===== config.mk =====
export PLATFORM = sky130hd
export DESIGN_NAME = axi_ar_beat_gen
export DESIGN_NICKNAME = d
export VERILOG_FILES = /design/src/rtl/axi_ar_beat_gen.sv
export SDC_FILE = /design/constraint.sdc
export NUM_CORES = 1
export LEC_CHECK = 0
export BUFFER_PORTS_ARGS = -buffer_cell sky130_fd_sc_hd__buf_2
export CAP_MARGIN = 20
export CORE_MARGIN = 10
export CORE_UTILIZATION = 59
export CTS_CLUSTER_DIAMETER = 200
export CTS_CLUSTER_SIZE = 12
export DETAILED_ROUTE_END_ITERATION = 10
export PLACE_DENSITY = 0.83
export SLEW_MARGIN = 20
export SYNTH_ARGS = -nofsm -noshare
export SYNTH_HDL_FRONTEND = slang
export SYNTH_SLANG_ARGS = --single-unit
export TNS_END_PERCENT = 100

===== constraint.sdc =====
create_clock -name wclk -period 4.5 [get_ports wclk]
set_clock_uncertainty 0.15 [all_clocks]
set_input_delay 0.45 -clock wclk [delete_from_list [all_inputs] [get_ports wclk]]
set_output_delay 0.45 -clock wclk [all_outputs]
set_load 0.1 [all_outputs]

===== src/rtl/axi_ar_beat_gen.sv =====
// AXI read-address beat generator.
// Takes one AR burst at a time and expands it into per-beat AHB commands:
// beat address, id and last flag go to the command FIFO, transfer size to
// the size FIFO. Both FIFOs are always pushed together in the same cycle.

module axi_ar_beat_gen #(
  parameter int ADDR_W = 32,
  parameter int ID_W   = 4,
  parameter int LEN_W  = 8
) (
  input  logic              wclk,
  input  logic              resetn,
  input  logic              arvalid,
  output logic              arready,
  input  logic [ID_W-1:0]   arid,
  input  logic [ADDR_W-1:0] araddr,
  input  logic [LEN_W-1:0]  arlen,
  input  logic [2:0]        arsize,
  input  logic [1:0]        arburst,
  input  logic              cmd_full,
  output logic              cmd_wr_en,
  output logic [ADDR_W-1:0] cmd_addr,
  output logic [ID_W-1:0]   cmd_id,
  output logic              cmd_last,
  input  logic              size_full,
  output logic              size_wr_en,
  output logic [2:0]        size_data
);

  typedef enum logic {
    IDLE  = 1'b0,
    BURST = 1'b1
  } state_t;

  // Effective burst kind after folding reserved and illegal-length WRAP into INCR.
  localparam logic [1:0] KIND_FIXED = 2'd0;
  localparam logic [1:0] KIND_INCR  = 2'd1;
  localparam logic [1:0] KIND_WRAP  = 2'd2;

  state_t            state_reg, state_next;
  logic              arready_reg, arready_next;
  logic [ADDR_W-1:0] addr_reg, addr_next;
  logic [ID_W-1:0]   id_reg, id_next;
  logic [LEN_W-1:0]  len_reg, len_next;
  logic [LEN_W-1:0]  cnt_reg, cnt_next;
  logic [2:0]        size_reg, size_next;
  logic [1:0]        kind_reg, kind_next;

  logic              push;
  logic              last_beat;
  logic              wrap_len_ok;
  logic [1:0]        ar_kind;
  logic [ADDR_W-1:0] beat_bytes;
  logic [ADDR_W-1:0] incr_addr;
  logic [ADDR_W-1:0] wrap_mask;
  logic [ADDR_W-1:0] wrap_addr;
  logic [ADDR_W-1:0] adv_addr;

  // A beat is emitted only when both FIFOs can accept it, so they never diverge.
  assign push      = (state_reg == BURST) && !cmd_full && !size_full;
  assign last_beat = (cnt_reg == len_reg);

  // Decode the incoming AR burst type into the kind actually executed.
  always_comb begin
    wrap_len_ok = (arlen == LEN_W'(1)) || (arlen == LEN_W'(3)) ||
                  (arlen == LEN_W'(7)) || (arlen == LEN_W'(15));
    ar_kind     = KIND_INCR;
    if (arburst == 2'b00) begin
      ar_kind = KIND_FIXED;
    end else if ((arburst == 2'b10) && wrap_len_ok) begin
      ar_kind = KIND_WRAP;
    end
  end

  // Address of the beat following the current one, for each burst kind.
  always_comb begin
    beat_bytes = ADDR_W'(1) << size_reg;
    // INCR aligns after the first beat; the sum wraps modulo 2^ADDR_W.
    incr_addr  = (addr_reg & ~(beat_bytes - ADDR_W'(1))) + beat_bytes;
    // WRAP keeps the upper bits and lets only the bits inside the window roll.
    wrap_mask  = ((ADDR_W'(len_reg) + ADDR_W'(1)) << size_reg) - ADDR_W'(1);
    wrap_addr  = (addr_reg & ~wrap_mask) | ((addr_reg + beat_bytes) & wrap_mask);
    case (kind_reg)
      KIND_FIXED: adv_addr = addr_reg;
      KIND_WRAP:  adv_addr = wrap_addr;
      default:    adv_addr = incr_addr;
    endcase
  end

  // State and datapath registers; reset abandons any burst in flight.
  always_ff @(posedge wclk or negedge resetn) begin
    if (!resetn) begin
      state_reg   <= IDLE;
      arready_reg <= 1'b0;
      addr_reg    <= '0;
      id_reg      <= '0;
      len_reg     <= '0;
      cnt_reg     <= '0;
      size_reg    <= '0;
      kind_reg    <= KIND_FIXED;
    end else begin
      state_reg   <= state_next;
      arready_reg <= arready_next;
      addr_reg    <= addr_next;
      id_reg      <= id_next;
      len_reg     <= len_next;
      cnt_reg     <= cnt_next;
      size_reg    <= size_next;
      kind_reg    <= kind_next;
    end
  end

  // Next-state logic: accept one AR burst in IDLE, walk its beats in BURST.
  always_comb begin
    state_next   = state_reg;
    arready_next = arready_reg;
    addr_next    = addr_reg;
    id_next      = id_reg;
    len_next     = len_reg;
    cnt_next     = cnt_reg;
    size_next    = size_reg;
    kind_next    = kind_reg;
    case (state_reg)
      IDLE: begin
        arready_next = 1'b1;
        if (arvalid && arready_reg) begin
          addr_next    = araddr;
          id_next      = arid;
          len_next     = arlen;
          size_next    = arsize;
          kind_next    = ar_kind;
          cnt_next     = '0;
          state_next   = BURST;
          arready_next = 1'b0;
        end
      end
      BURST: begin
        arready_next = 1'b0;
        if (push) begin
          cnt_next  = cnt_reg + LEN_W'(1);
          addr_next = adv_addr;
          if (last_beat) begin
            state_next   = IDLE;
            arready_next = 1'b1;
          end
        end
      end
      default: begin
        state_next   = IDLE;
        arready_next = 1'b0;
      end
    endcase
  end

  assign arready    = arready_reg;
  assign cmd_wr_en  = push;
  assign size_wr_en = push;
  assign cmd_addr   = addr_reg;
  assign cmd_id     = id_reg;
  assign cmd_last   = (state_reg == BURST) && last_beat;
  assign size_data  = size_reg;

endmodule


==> results_dict.tcl <==
set metrics [dict create \
    ff2ff_setup_slack_ns 0.54 \
    htreeDepth 3 \
    synthArstFlopShare_pct 100 \
    power.internal_mw 2.40 \
    crit_top_cell "nand2_1" \
    synth_area_sq_mm 0.00601 \
    cts_tree "done" \
    ys_types 86 \
    start_kind "register" \
    timing.hold.ws_ns 0.133 \
    crit_family "compound AO/OA/AOI/OAI gates" \
    syn_area_per_cell_sq_um 7.47 \
    holdCritStartpoint "arid[0]" \
    pwr-share-clk_pct 9.6 \
    cts_buffers 9 \
    port_buffers 96 \
    synth_cells 805 \
    place_area_sq_mm 0.00656 \
    worstSetupPathType "reg2reg" \
    worstMarginPinSlew_ns 0.998 \
    pwr_density_cell_mw_per_mm2 892 \
    cp_cell_sequence "inv_2, nor3_1, ha_1, nand4_1, o21ai_1, nand2_1, a31oi_1, nand2_1, xnor2_1, a32o_1, a221oi_1" \
    max_freq_mhz 252 \
    design_area_sq_mm 0.00679 \
    yosys.area_share.simple_pct 27.4 \
    antenna_cells 0 \
    syn2layout_area_growth_pct 12.9 \
    drtIter0Drc 760 \
    final_common_cell "nand2_1" \
    cp.depth 11 \
    cp_max_fo 23 \
    core_sq_mm 0.00986 \
    max_stage_delay_ns 0.82 \
    outcome "complete, no violations" \
    hold_depth 3 \
    overflow 0 \
    drtPass1Iterations 6 \
    grt_setup_unrepaired "false" \
    cp_data_required_time_ns 4.58 \
    ir_worst_vdd_uv 521 \
    cts_setup_buffers 0 \
    tns_ns 0 \
    fp-row-count 36 \
    routed_wirelength_mm 20.3 \
    clk_pin_slew_ns 0.07 \
    num_vias 6595 \
    cts.sinks 59 \
    fin_util_pct 68.8 \
    period_needed_ns 3.96 \
    start_util_pct 60.9 \
    arrival_ns 4.05 \
    startpoint "size_data[0]$_DFFE_PN0P_" \
    cts_root_buffer "clkbuf_8" \
    total_power_mw 6.06 \
    clk-insertion-delay-late_ns 0.36 \
    min_to "cmd_id[0]$_DFFE_PN0P_" \
    grt_pass1_vias 6459 \
    hold_violations 0 \
    synth_mux_area_share_pct 2.98 \
    most-common-layout-cells "nand2_1 (113), buf_2 (94), nor2_1 (74), dfrtp_1 (58), o21ai_0 (50)" \
    drive_gt1_share_pct 17.3 \
    nets 944 \
    slew_headroom_pct 33.2 \
    track_usage_pct 26.9 \
    grt_pass1_wl_mm 32.5 \
    synth-edff-count 0 \
    die_h_um 121 \
    hp-class "in2reg" \
    wl_per_cell_um 20.1 \
    yosys_register_bits 59 \
    leakage_nw 2.89 \
    synth_top_area_cell "dfrtp_1" \
    num_io_pins 97 \
    drc 0 \
    r2r-start "size_data[0]$_DFFE_PN0P_" \
    antenna_found_initial 0 \
    p_switching_mw 3.66 \
    synth_warnings 0 \
    path_buf_inv 1 \
    synth_top_family_by_area "simple AND/OR/NAND/NOR gates" \
    pwr-share-seq_pct 18.9 \
    cp-end-kind "register" \
    synth-compound-area-share_pct 26.7 \
    pwr-share-comb_pct 71.5 \
    slew_violations 0 \
    setup_viol_count_final 0 \
    p_sw_share_pct 60.4 \
    netlist.area_leader.share_pct 24.6 \
    min_period_over_period_pct 88.1 \
    cp_slowest_cell "a31oi_1" \
    dp_hpwl_mm 15.0 \
    ys_top_cells_by_area "dfrtp_1 (25%), nand2_1 (7.1%), xnor2_1 (6.4%)" \
    gp_congestion 0.991 \
    ys.flop_type "dfrtp_1" \
    die_area_sq_mm 0.0146 \
    ys_seq_area_share_pct 24.6 \
    ant_nets 0 \
    grt_max_degree 48 \
    maxCapViolCount 0 \
    synth_xor_area_share_pct 8.74 \
    cts_resized 0 \
    cts_hold_buf 1 \
    clockBufferDepth 2 \
    viasPerCell 6.53 \
    synthAdderAreaFrac_pct 3.83 \
    die_x_um 121 \
    syn_nets 876 \
    r2r_cells 11 \
]
worst max-delay path by stage:
stage / endpoint
3_3_place_gp: register
4_1_cts: register
3_5_place_dp: register
5_1_grt: register
2_1_floorplan: register
6_report: register
metrics by stage:
| step | instances | worst slack (ns) |
|---|---|---|
| global route | 1010 | 0.227 |
| CTS | 1010 | 0.589 |
| floorplan | 805 | 0.0106 |
| global placement | 994 | 0.780 |
| finish | 1010 | 0.537 |
| detailed placement | 994 | 0.610 |
layer usage:
layer,GRT usage [%],part of all wire [%],vias up
met5,0,0,-
met4,11.2,1.9,0
met3,5.86,9.5,40
met2,43.1,46,356
met1,34.3,42,3112
li1,-,-,3087
cell usage after synthesis (8+ instances only):
| cell | count |
|---|---|
| a211oi_1 | 9 |
| a21oi_1 | 42 |
| a31oi_1 | 14 |
| and2_1 | 9 |
| and3_1 | 10 |
| clkbuf_1 | 35 |
| dfrtp_1 | 59 |
| ha_1 | 16 |
| inv_1 | 30 |
| mux2i_1 | 10 |
| nand2_1 | 113 |
| nand2b_1 | 9 |
| nand3_1 | 36 |
| nand4_1 | 13 |
| nor2_1 | 74 |
| nor3_1 | 23 |
| o211ai_1 | 10 |
| o21a_1 | 8 |
| o21ai_0 | 50 |
| o21ai_1 | 8 |
| o221ai_1 | 8 |
| xnor2_1 | 44 |
| xor2_1 | 16 |
power by group through the flow:
stage | combinational (mW) | clock (mW) | sequential, mW
after CTS | 4.27 | 0.579 | 1.13
after global placement | 4.17 | 0 | 1.12
after global routing | 4.62 | 0.602 | 1.19
after floorplan | 2.50 | 0 | 1.98
final | 4.33 | 0.581 | 1.15
after detailed placement | 4.25 | 0 | 1.14
final cells by class:
type,instances,area (sq um)
Multi-Input combinational cell,662,4190
Clock buffer,11,151
Tap cell,133,166
Timing Repair Buffer,110,618
Clock inverter,4,73.8
Inverter,31,116
Sequential cell,59,1480
Fill cell,850,3070
logic make-up (layout without fill, tap and decap cells):
kind of cell	count (synthesis)	in the layout
AOI/OAI and AO/OA	231	231
xor gates and xnor gates	60	60
adders and majority gates	18	18
buffers and inverters	84	156
DFF	59	59
muxes	16	16
and+or+nand+nor	337	337
worst register-to-register path, stage by stage, from the launching register on:
cell      delay (ns)
dfrtp_1         0.79
inv_2           0.21
nor3_1          0.30
ha_1            0.27
nand4_1         0.11
o21ai_1         0.20
nand2_1         0.12
a31oi_1         0.82
nand2_1         0.15
xnor2_1         0.17
a32o_1          0.21
a221oi_1        0.33
(Power assumes the default switching activity.)
